[src/rtl/boot_rom_copier.sv]
// Boot ROM to instruction-RAM copier with a running additive checksum.
// Alternates a one-cycle ROM read with a req/gnt RAM write per word.
module boot_rom_copier #(
  parameter int ROM_AW    = 10,
  parameter int ROM_WORDS = 800,
  parameter int LEN_W     = 11
) (
  input  logic              CLK,
  input  logic              RST,
  input  logic              start_i,
  input  logic [ROM_AW-1:0] src_i,
  input  logic [31:0]       dst_i,
  input  logic [LEN_W-1:0]  len_i,
  output logic              rom_csn_o,
  output logic [ROM_AW-1:0] rom_a_o,
  input  logic [31:0]       rom_q_i,
  output logic              ram_req_o,
  output logic [31:0]       ram_addr_o,
  output logic [31:0]       ram_wdata_o,
  output logic [3:0]        ram_be_o,
  input  logic              ram_gnt_i,
  output logic              busy_o,
  output logic              done_o,
  output logic              err_o,
  output logic [31:0]       checksum_o
);

  typedef enum logic [1:0] {IDLE, RD, WR, DONE} state_t;

  state_t            state, state_n;
  logic [ROM_AW-1:0] src, rom_a;
  logic [31:0]       dst, sum;
  logic [LEN_W-1:0]  rem;
  logic              err;
  logic [LEN_W:0]    end_w;
  logic              range_bad, go, wr_fire;

  // End of range at LEN_W+1 bits so src+len cannot wrap
  assign end_w     = (LEN_W+1)'(src_i) + (LEN_W+1)'(len_i);
  assign range_bad = end_w > (LEN_W+1)'(ROM_WORDS);
  assign go        = (state == IDLE) && start_i;
  assign wr_fire   = (state == WR) && ram_gnt_i;

  always_comb begin
    state_n = state;
    unique case (state)
      IDLE: if (start_i)
              state_n = (range_bad || len_i == '0) ? DONE : RD;
      RD:   state_n = WR;
      WR:   if (ram_gnt_i)
              state_n = (rem == LEN_W'(1)) ? DONE : RD;
      DONE: state_n = IDLE;
      default: state_n = IDLE;
    endcase
  end

  always_ff @(posedge CLK or posedge RST) begin
    if (RST) begin
      state <= IDLE;
      src   <= '0;
      rom_a <= '0;
      dst   <= '0;
      rem   <= '0;
      sum   <= '0;
      err   <= 1'b0;
    end else begin
      state <= state_n;
      if (go) begin
        src <= src_i;
        dst <= dst_i;
        rem <= len_i;
        sum <= '0;
        err <= range_bad;
      end
      // Remember the last issued address so it holds while idle
      if (state == RD)
        rom_a <= src;
      if (wr_fire) begin
        sum <= sum + rom_q_i;
        src <= src + ROM_AW'(1);
        dst <= dst + 32'd4;
        rem <= rem - LEN_W'(1);
      end
    end
  end

  assign rom_csn_o   = (state != RD);
  assign rom_a_o     = (state == RD) ? src : rom_a;
  assign ram_req_o   = (state == WR);
  assign ram_addr_o  = (state == WR) ? dst : 32'd0;
  assign ram_wdata_o = (state == WR) ? rom_q_i : 32'd0;
  assign ram_be_o    = 4'hF;
  assign busy_o      = (state != IDLE);
  assign done_o      = (state == DONE);
  assign err_o       = err;
  assign checksum_o  = sum;

endmodule

[config.mk]
export PLATFORM = sky130hd
export DESIGN_NAME = boot_rom_copier
export DESIGN_NICKNAME = d
export VERILOG_FILES = /design/src/rtl/boot_rom_copier.sv
export SDC_FILE = /design/constraint.sdc
export NUM_CORES = 1
export LEC_CHECK = 0
export CORE_MARGIN = 3
export CORE_UTILIZATION = 50
export CTS_BUF_LIST = sky130_fd_sc_hd__clkbuf_8
export CTS_CLUSTER_DIAMETER = 150
export CTS_CLUSTER_SIZE = 28
export DETAILED_ROUTE_END_ITERATION = 12
export PLACE_DENSITY_LB_ADDON = 0.1
export SYNTH_ARGS = -nofsm -noshare
export SYNTH_HDL_FRONTEND = slang
export SYNTH_SLANG_ARGS = --single-unit
[constraint.sdc]
create_clock -name CLK -period 4.05 [get_ports CLK]
set_clock_uncertainty 0.1 [all_clocks]
set_input_delay 0.6075 -clock CLK [delete_from_list [all_inputs] [get_ports CLK]]
set_output_delay 0.6075 -clock CLK [all_outputs]
set_load 0.03 [all_outputs]
==> results of run 1 <==
==> kinds of logic after synthesis <==
kind of cell,after synthesis
AND/OR/NAND/NOR,310
buffers and inverters,55
other,1
AO/OA/AOI/OAI,244
XOR/XNOR,35
multiplexers,11
adder cells (fa/ha/maj),47
flip-flops,98
==> cell usage in the layout, fill, tap and decap left out, types with 4 or more instances in the layout <==
cell type	n
clkdlybuf4s50_1	199
nand2_1	106
dfrtp_1	98
and2_1	69
o21ai_0	65
a21oi_1	45
ha_1	45
nor2_1	30
nand3_1	27
a21o_1	26
a221o_1	21
nor3_1	18
xnor2_1	18
inv_1	17
o211ai_1	17
xor2_1	17
and3_1	15
o311ai_0	14
clkbuf_8	12
mux2_2	11
a31oi_1	10
nand4_1	7
nor4_1	7
o21bai_1	7
nor3b_1	6
buf_4	6
nor2b_1	5
o31ai_1	5
and4_1	4
a211o_1	4
conb_1	4
==> state kept, by name, indices dropped and copies added, names as in the netlist <==
| register | flops |
|---|---|
| err_o | 1 |
| src | 10 |
| checksum_o | 32 |
| dst | 32 |
| state | 2 |
| rem | 11 |
| rom_a | 10 |
==> where the power goes <==
part / total, uW / internal, uW / switching (uW)
combinational: 4210 / 1780 / 2440
clock: 621 / 269 / 353
sequential: 1820 / 1400 / 418
total: 6660 / 3450 / 3210
==> worst paths after layout <==
check / start / endpoint / slack, ns / cells past startpoint
setup / recovery: rom_q_i[0] / checksum_o[30]$_DFFE_PP0P_ / 0.42 / 12
hold / removal: dst[0]$_DFFE_PP0P_ / dst[0]$_DFFE_PP0P_ / 0.39 / 2
setup reg to reg: checksum_o[0]$_DFFE_PP0P_ / checksum_o[30]$_DFFE_PP0P_ / 0.69 / 11
hold reg to reg: dst[0]$_DFFE_PP0P_ / dst[0]$_DFFE_PP0P_ / 0.39 / 2
max in group asynchronous: RST / dst[13]$_DFFE_PP0P_ / 2.52 / 3
min in group asynchronous: RST / src[5]$_DFFE_PP0P_ / 0.63 / 2
==> through the flow <==
step	hold WS (ns)	utilization, %	std cells	setup slack (ns)
3_5_place_dp	0.3703	67.81	1147	0.05822
2_1_floorplan	0.3374	-	804	0.7311
3_3_place_gp	0.3531	67.81	1147	0.07270
5_1_grt	0.4223	69.17	1163	0.2805
4_1_cts	0.3913	69.17	1163	0.4589
6_report	0.3851	69.17	1163	0.4179
==> area by class of cell <==
| type | instances | share of cell area, % |
|---|---|---|
| Tap cell | 176 | 2.376 |
| Sequential cell | 98 | 26.46 |
| Inverter | 16 | 0.6749 |
| Clock inverter | 4 | 0.1890 |
| Clock buffer | 12 | 1.782 |
| Timing Repair Buffer | 206 | 22.19 |
| Multi-Input combinational cell | 651 | 46.33 |
==> worst max-delay path, stage by stage <==
cell and delay [ns]:
clkdlybuf4s50_1 0.44, ha_1 0.27, fa_1 0.41, a21o_1 0.17, a21o_1 0.22, a211oi_2 0.32, o31ai_2 0.14, a311o_1 0.43
a311o_1 0.35, a31oi_1 0.20, xor2_1 0.16, o21ai_1 0.07
==> routing by layer <==
layer / vias to the layer above / share of wire (%) / wire length (microns)
met5: - / 0 / 0
met4: 0 / 2.2 / 445
met3: 39 / 7.7 / 1541
met2: 282 / 46 / 9306
met1: 3214 / 44 / 8752
li1: 3295 / - / -
==> key figures, run 1 <==
Clocking
  – CTS tree: done
  – Worst-path clk slew: 0.09 ns
  – Post-CTS Setup Inserts: 0
  – Root Buffer: clkbuf_8
  – H-tree depth: 3
  – Maximum clock path buffer count: 2
  – Sink Count: 98
  – Resized cells post-CTS: 0
  – Total CTS buffers: 9
  – Post-CTS Hold Fix Bufs: 0
  – Worst skew pair latency: 0.38 ns

Timing
  – Setup TNS Final: 0 ns
  – Final setup fails: 0
  – Slew headroom: 29.19%
  – RSZ-0062 raised after global routing: no
  – Max-slew violations: 0
  – Tightest Pin Transition: 1.060 ns
  – Final min period: 3.632 ns
  – Fin. Hold Viols: 0
  – Achievable frequency: 275.3 MHz
  – Period utilization: 89.68%

Power and ir drop
  – Final Power: 6657 uW
  – Leakage: 0.004027 uW
  – VDD IR-drop max: 617.9 uV
  – Power per cell area: 718.2 nW/um^2

Synthesis
  – Register area share after synthesis: 35.35%
  – Largest family of logic cells by synthesized area: compound AO/OA/AOI/OAI gates
  – YS warnings: 0
  – Compound-gate portion of the synthesized area: 23.97%
  – Post-synth EDFFs: 0
  – Mux cell area share after synthesis: 1.785%
  – Post-synth top cells: nand2_1, dfrtp_1, and2_1
  – Asr flop ratio synth: 100.0%
  – Top cells by area, synth: dfrtp_1, ha_1, and2_1
  – Post-Synthesis Cell Area: 6938 sq um
  – FF+latch count, synth: 98
  – Area leader, netlist: dfrtp_1
  – Synth Area in Simple Gates: 22.54%
  – Top-area cell type share of the netlist area: 35.35%
  – Distinct cell type count after synthesis: 57
  – Cell with the most instances after synthesis: nand2_1
  – Adder-cell share of the synthesized area: 8.693%
  – Top FF cell, synth: dfrtp_1
  – Post-Synth XOR/XNOR Area: 4.418%
  – Synth Area per Inst: 8.662 sq um
  – Mapped Cells: 801

GRT
  – Met1 Use GR: 35.45%
  – Largest net degree at the start of global routing: 70
  – Overflow after GRT: 0
  – Met3 Usage GRT: 4.133%
  – Total track usage: 26.05%
  – Vias in the first global route: 6,434
  – Antenna violations before repair: 0
  – Most Crowded Layer GR: met2
  – First-pass GRT wire length: 31,830 microns
  – Routing usage on met2: 42.65%

Min path
  – Worst min path class: register to register

Route
  – Drt drc: 0
  – Detailed Routing Iterations Pass 1: 5
  – Vias: 6,830
  – Detailed Route Iter0 Violations: 488
  – Routed length per instance: 17.24 microns
  – WL final: 20,050 microns
  – Vias per cell: 5.873
  – ANT nets after route: 0

Die
  – Die area: 15,330 sq um
  – Chip height: 123.8 microns
  – # IOs: 204
  – Core Area: 13,400 sq um
  – Chip width: 123.8 microns
  – Initial Utilization: 51.77%
  – Rows: 42

Cells and area
  – Total of fill cells in the finished design: 1,159
  – Nets@finish: 1,118
  – FF/Latch Area: 2452 sq um
  – Final instance area: 9269 sq um
  – ANT cells: 0
  – Area grow syn2layout: 33.60%
  – Area of the multi-input gates: 4294 sq um
  – Layout cells sized above 1: 4.661%

Worst setup path
  – Worst setup EP type: register
  – CP Data Required Time: 4.19 ns
  – Element type at the critical path start: input port
  – Worst Setup Path Type: input port to register
  – Crit path DAT: 3.77 ns
  – CP max FO: 5

Placed design
  – DP Wirelength: 14,480 microns
  – Placed cell area: 9086 sq um
  – Final RePlAce weighted congestion: 0.8799
  – PortBufs: 199

Run
  – Max_cap viols: 0

Outcome
  – Status: complete, no violations
Power figures use the tool's default switching activity.
==> inputs of run 2 (changes only) <==
--- a/config.mk
+++ b/config.mk
@@ -11,6 +11,8 @@
 export CTS_CLUSTER_DIAMETER = 150
 export CTS_CLUSTER_SIZE = 28
 export DETAILED_ROUTE_END_ITERATION = 12
+export GPL_ROUTABILITY_DRIVEN = 0
+export GPL_TIMING_DRIVEN = 0
 export PLACE_DENSITY_LB_ADDON = 0.1
 export SYNTH_ARGS = -nofsm -noshare
 export SYNTH_HDL_FRONTEND = slang
==> key figures, run 2 (synthesis gave the netlist of run 1 again) <==
Power and ir drop
  – Power per cell area: 731.6 nW/um^2 (+1.9%)
  – Leakage: 0.004061 uW (+0.84%)
  – VDD IR-drop max: 479.6 uV (-22%)

Worst setup path
  – Worst setup EP type: primary output
  – R2r startpoint: checksum_o[0]$_DFFE_PP0P_
  – R2R setup slack: 0.64 ns (-0.05 ns)
  – Worst r2r path cells: 11 (unchanged)
  – Element type at the critical path start: register
  – Worst Setup Path Type: register to primary output
  – RR Endpoint: checksum_o[30]$_DFFE_PP0P_
  – CP Data Required Time: 3.34 ns (-0.85 ns)
  – CP max FO: 10 (+5)
  – Crit path DAT: 3.07 ns (-0.70 ns)

Cells and area
  – Total of fill cells in the finished design: 1,056 (-8.9%)
  – Layout cells sized above 1: 4.118% (-0.54 points)
  – Area of the multi-input gates: 4275 sq um (-0.44%)
  – ANT cells: 0 (unchanged)
  – Area grow syn2layout: 35.96%
  – Final instance area: 9433 sq um (+1.8%)
  – Most frequent cells in the layout: clkdlybuf4s50_1, nand2_1, dfrtp_1
  – FF/Latch Area: 2452 sq um (unchanged)
  – Commonest non-fill, non-tap cell in the layout: clkdlybuf4s50_1
  – Nets@finish: 1,151 (+3.0%)

Timing
  – Final setup margin: 0.2731 ns (-0.1448 ns)
  – Tightest Pin Transition: 0.8115 ns (-0.2481 ns)
  – Period utilization: 93.26% (+3.6 points)
  – Slew headroom: 45.90% (+17 points)
  – Final min period: 3.777 ns (+0.1448 ns)
  – Fin Hold WS: 0.3876 ns (+0.002525 ns)
  – Achievable frequency: 264.8 MHz (-3.8%)
  – RSZ-0062 raised after global routing: no
  – Max-slew violations: 0 (unchanged)
  – Fin. Hold Viols: 0 (unchanged)
  – Final setup fails: 0 (unchanged)

Clocking
  – CTS tree: done
  – Maximum clock path buffer count: 2 (unchanged)
  – Sink Count: 98 (unchanged)
  – Total CTS buffers: 9 (unchanged)
  – Post-CTS Setup Inserts: 0 (unchanged)
  – Worst skew pair latency: 0.38 ns (about the same)
  – Root Buffer: clkbuf_8
  – Worst-path clk slew: 0.11 ns (+0.02 ns)
  – H-tree depth: 3 (unchanged)
  – Post-CTS Hold Fix Bufs: 0 (unchanged)
  – Resized cells post-CTS: 0 (unchanged)

Route
  – WL final: 21,110 microns (+5.3%)
  – Vias: 6,999 (+2.5%)
  – Routed length per instance: 17.65 microns (+2.4%)
  – Drt drc: 0 (unchanged)
  – Vias per cell: 5.852 (-0.35%)
  – Detailed Routing Iterations Pass 1: 5 (unchanged)
  – Detailed Route Iter0 Violations: 517 (+5.9%)
  – ANT nets after route: 0 (unchanged)

Placed design
  – Placed cell area: 9191 sq um (+1.2%)
  – DP Wirelength: 16,000 microns (+11%)
  – PortBufs: 199 (unchanged)
  – Dpl ws: 0.01358 ns (-0.04464 ns)

GRT
  – Vias in the first global route: 6,646 (+3.3%)
  – First-pass GRT wire length: 33,130 microns (+4.1%)
  – Total track usage: 27.59% (+1.5 points)
  – Largest net degree at the start of global routing: 53 (-24%)
  – Overflow after GRT: 0 (unchanged)
  – Antenna violations before repair: 0 (unchanged)

Die
  – Chip width: 123.8 microns (unchanged)
  – Die area: 15,330 sq um (unchanged)
  – Rows: 42 (unchanged)
  – Core Area: 13,400 sq um (unchanged)
  – # IOs: 204 (unchanged)
  – Initial Utilization: 51.77% (unchanged)
  – Chip height: 123.8 microns (unchanged)

Outcome
  – Status: complete, no violations

Min path
  – Worst hold path endpoint: checksum_o[31]$_DFFE_PP0P_
  – Worst Hold Path Cells: 1 (-1)
  – Hold Startpoint: checksum_o[31]$_DFFE_PP0P_
  – Worst min path class: register to register

Run
  – Max_cap viols: 0 (unchanged)
-- run 2: worst max path at each step --
stage                          from  slack (ns)                          to
2_1_floorplan            rom_q_i[0]        0.73  checksum_o[30]$_DFFE_PP0P_
3_3_place_gp                    RST       -0.89         dst[16]$_DFFE_PP0P_
3_5_place_dp             rom_q_i[0]        0.01  checksum_o[30]$_DFFE_PP0P_
4_1_cts        state[1]$_DFFE_PP0P_        0.33             ram_wdata_o[30]
5_1_grt        state[1]$_DFFE_PP0P_        0.16              ram_addr_o[24]
6_report       state[1]$_DFFE_PP0P_        0.27             ram_wdata_o[30]
-- run 2: metal layers --
metal  global-route usage (%)  wire, microns
met4                    10.45            554
met3                    4.133           1514
met1                    36.49           9120
met5                        0              0
met2                    45.76           9924
-- run 2: worst max-delay path, cell delays in order, from the launching register on --
cell and delay, ns:
dfrtp_1 0.40, inv_1 0.10, nor2_1 0.17, clkbuf_1 0.63
clkbuf_1 0.48, and2_1 0.21, clkdlybuf4s50_1 0.69
-- run 2: area by class of cell --
type                    count  share of cell area [%]
plain buffers              39                   1.711
clock buffers               9                   1.313
clock inverters             7                   1.247
inverters                  16                  0.6632
multi-input cells         651                   45.32
flip-flops and latches     98                   26.00
well taps                 176                   2.335
repair buffers            200                   21.41
-- run 2: through the flow --
step                utilization (%)  total power [uW]  instances  TNS (ns)
CTS                           70.39              6905       1196         0
detailed placement            68.59              6113       1180         0
global placement              68.37              6039       1179    -87.10
global route                  70.39              7382       1196         0
finish                        70.39              6901       1196         0
floorplan                         -              4542        804         0
-- run 2: where the power goes --
| group | switching, uW | internal (uW) |
|---|---|---|
| clock | 371 | 409 |
| sequential | 417 | 1400 |
| combinational | 2510 | 1790 |
| total | 3300 | 3600 |
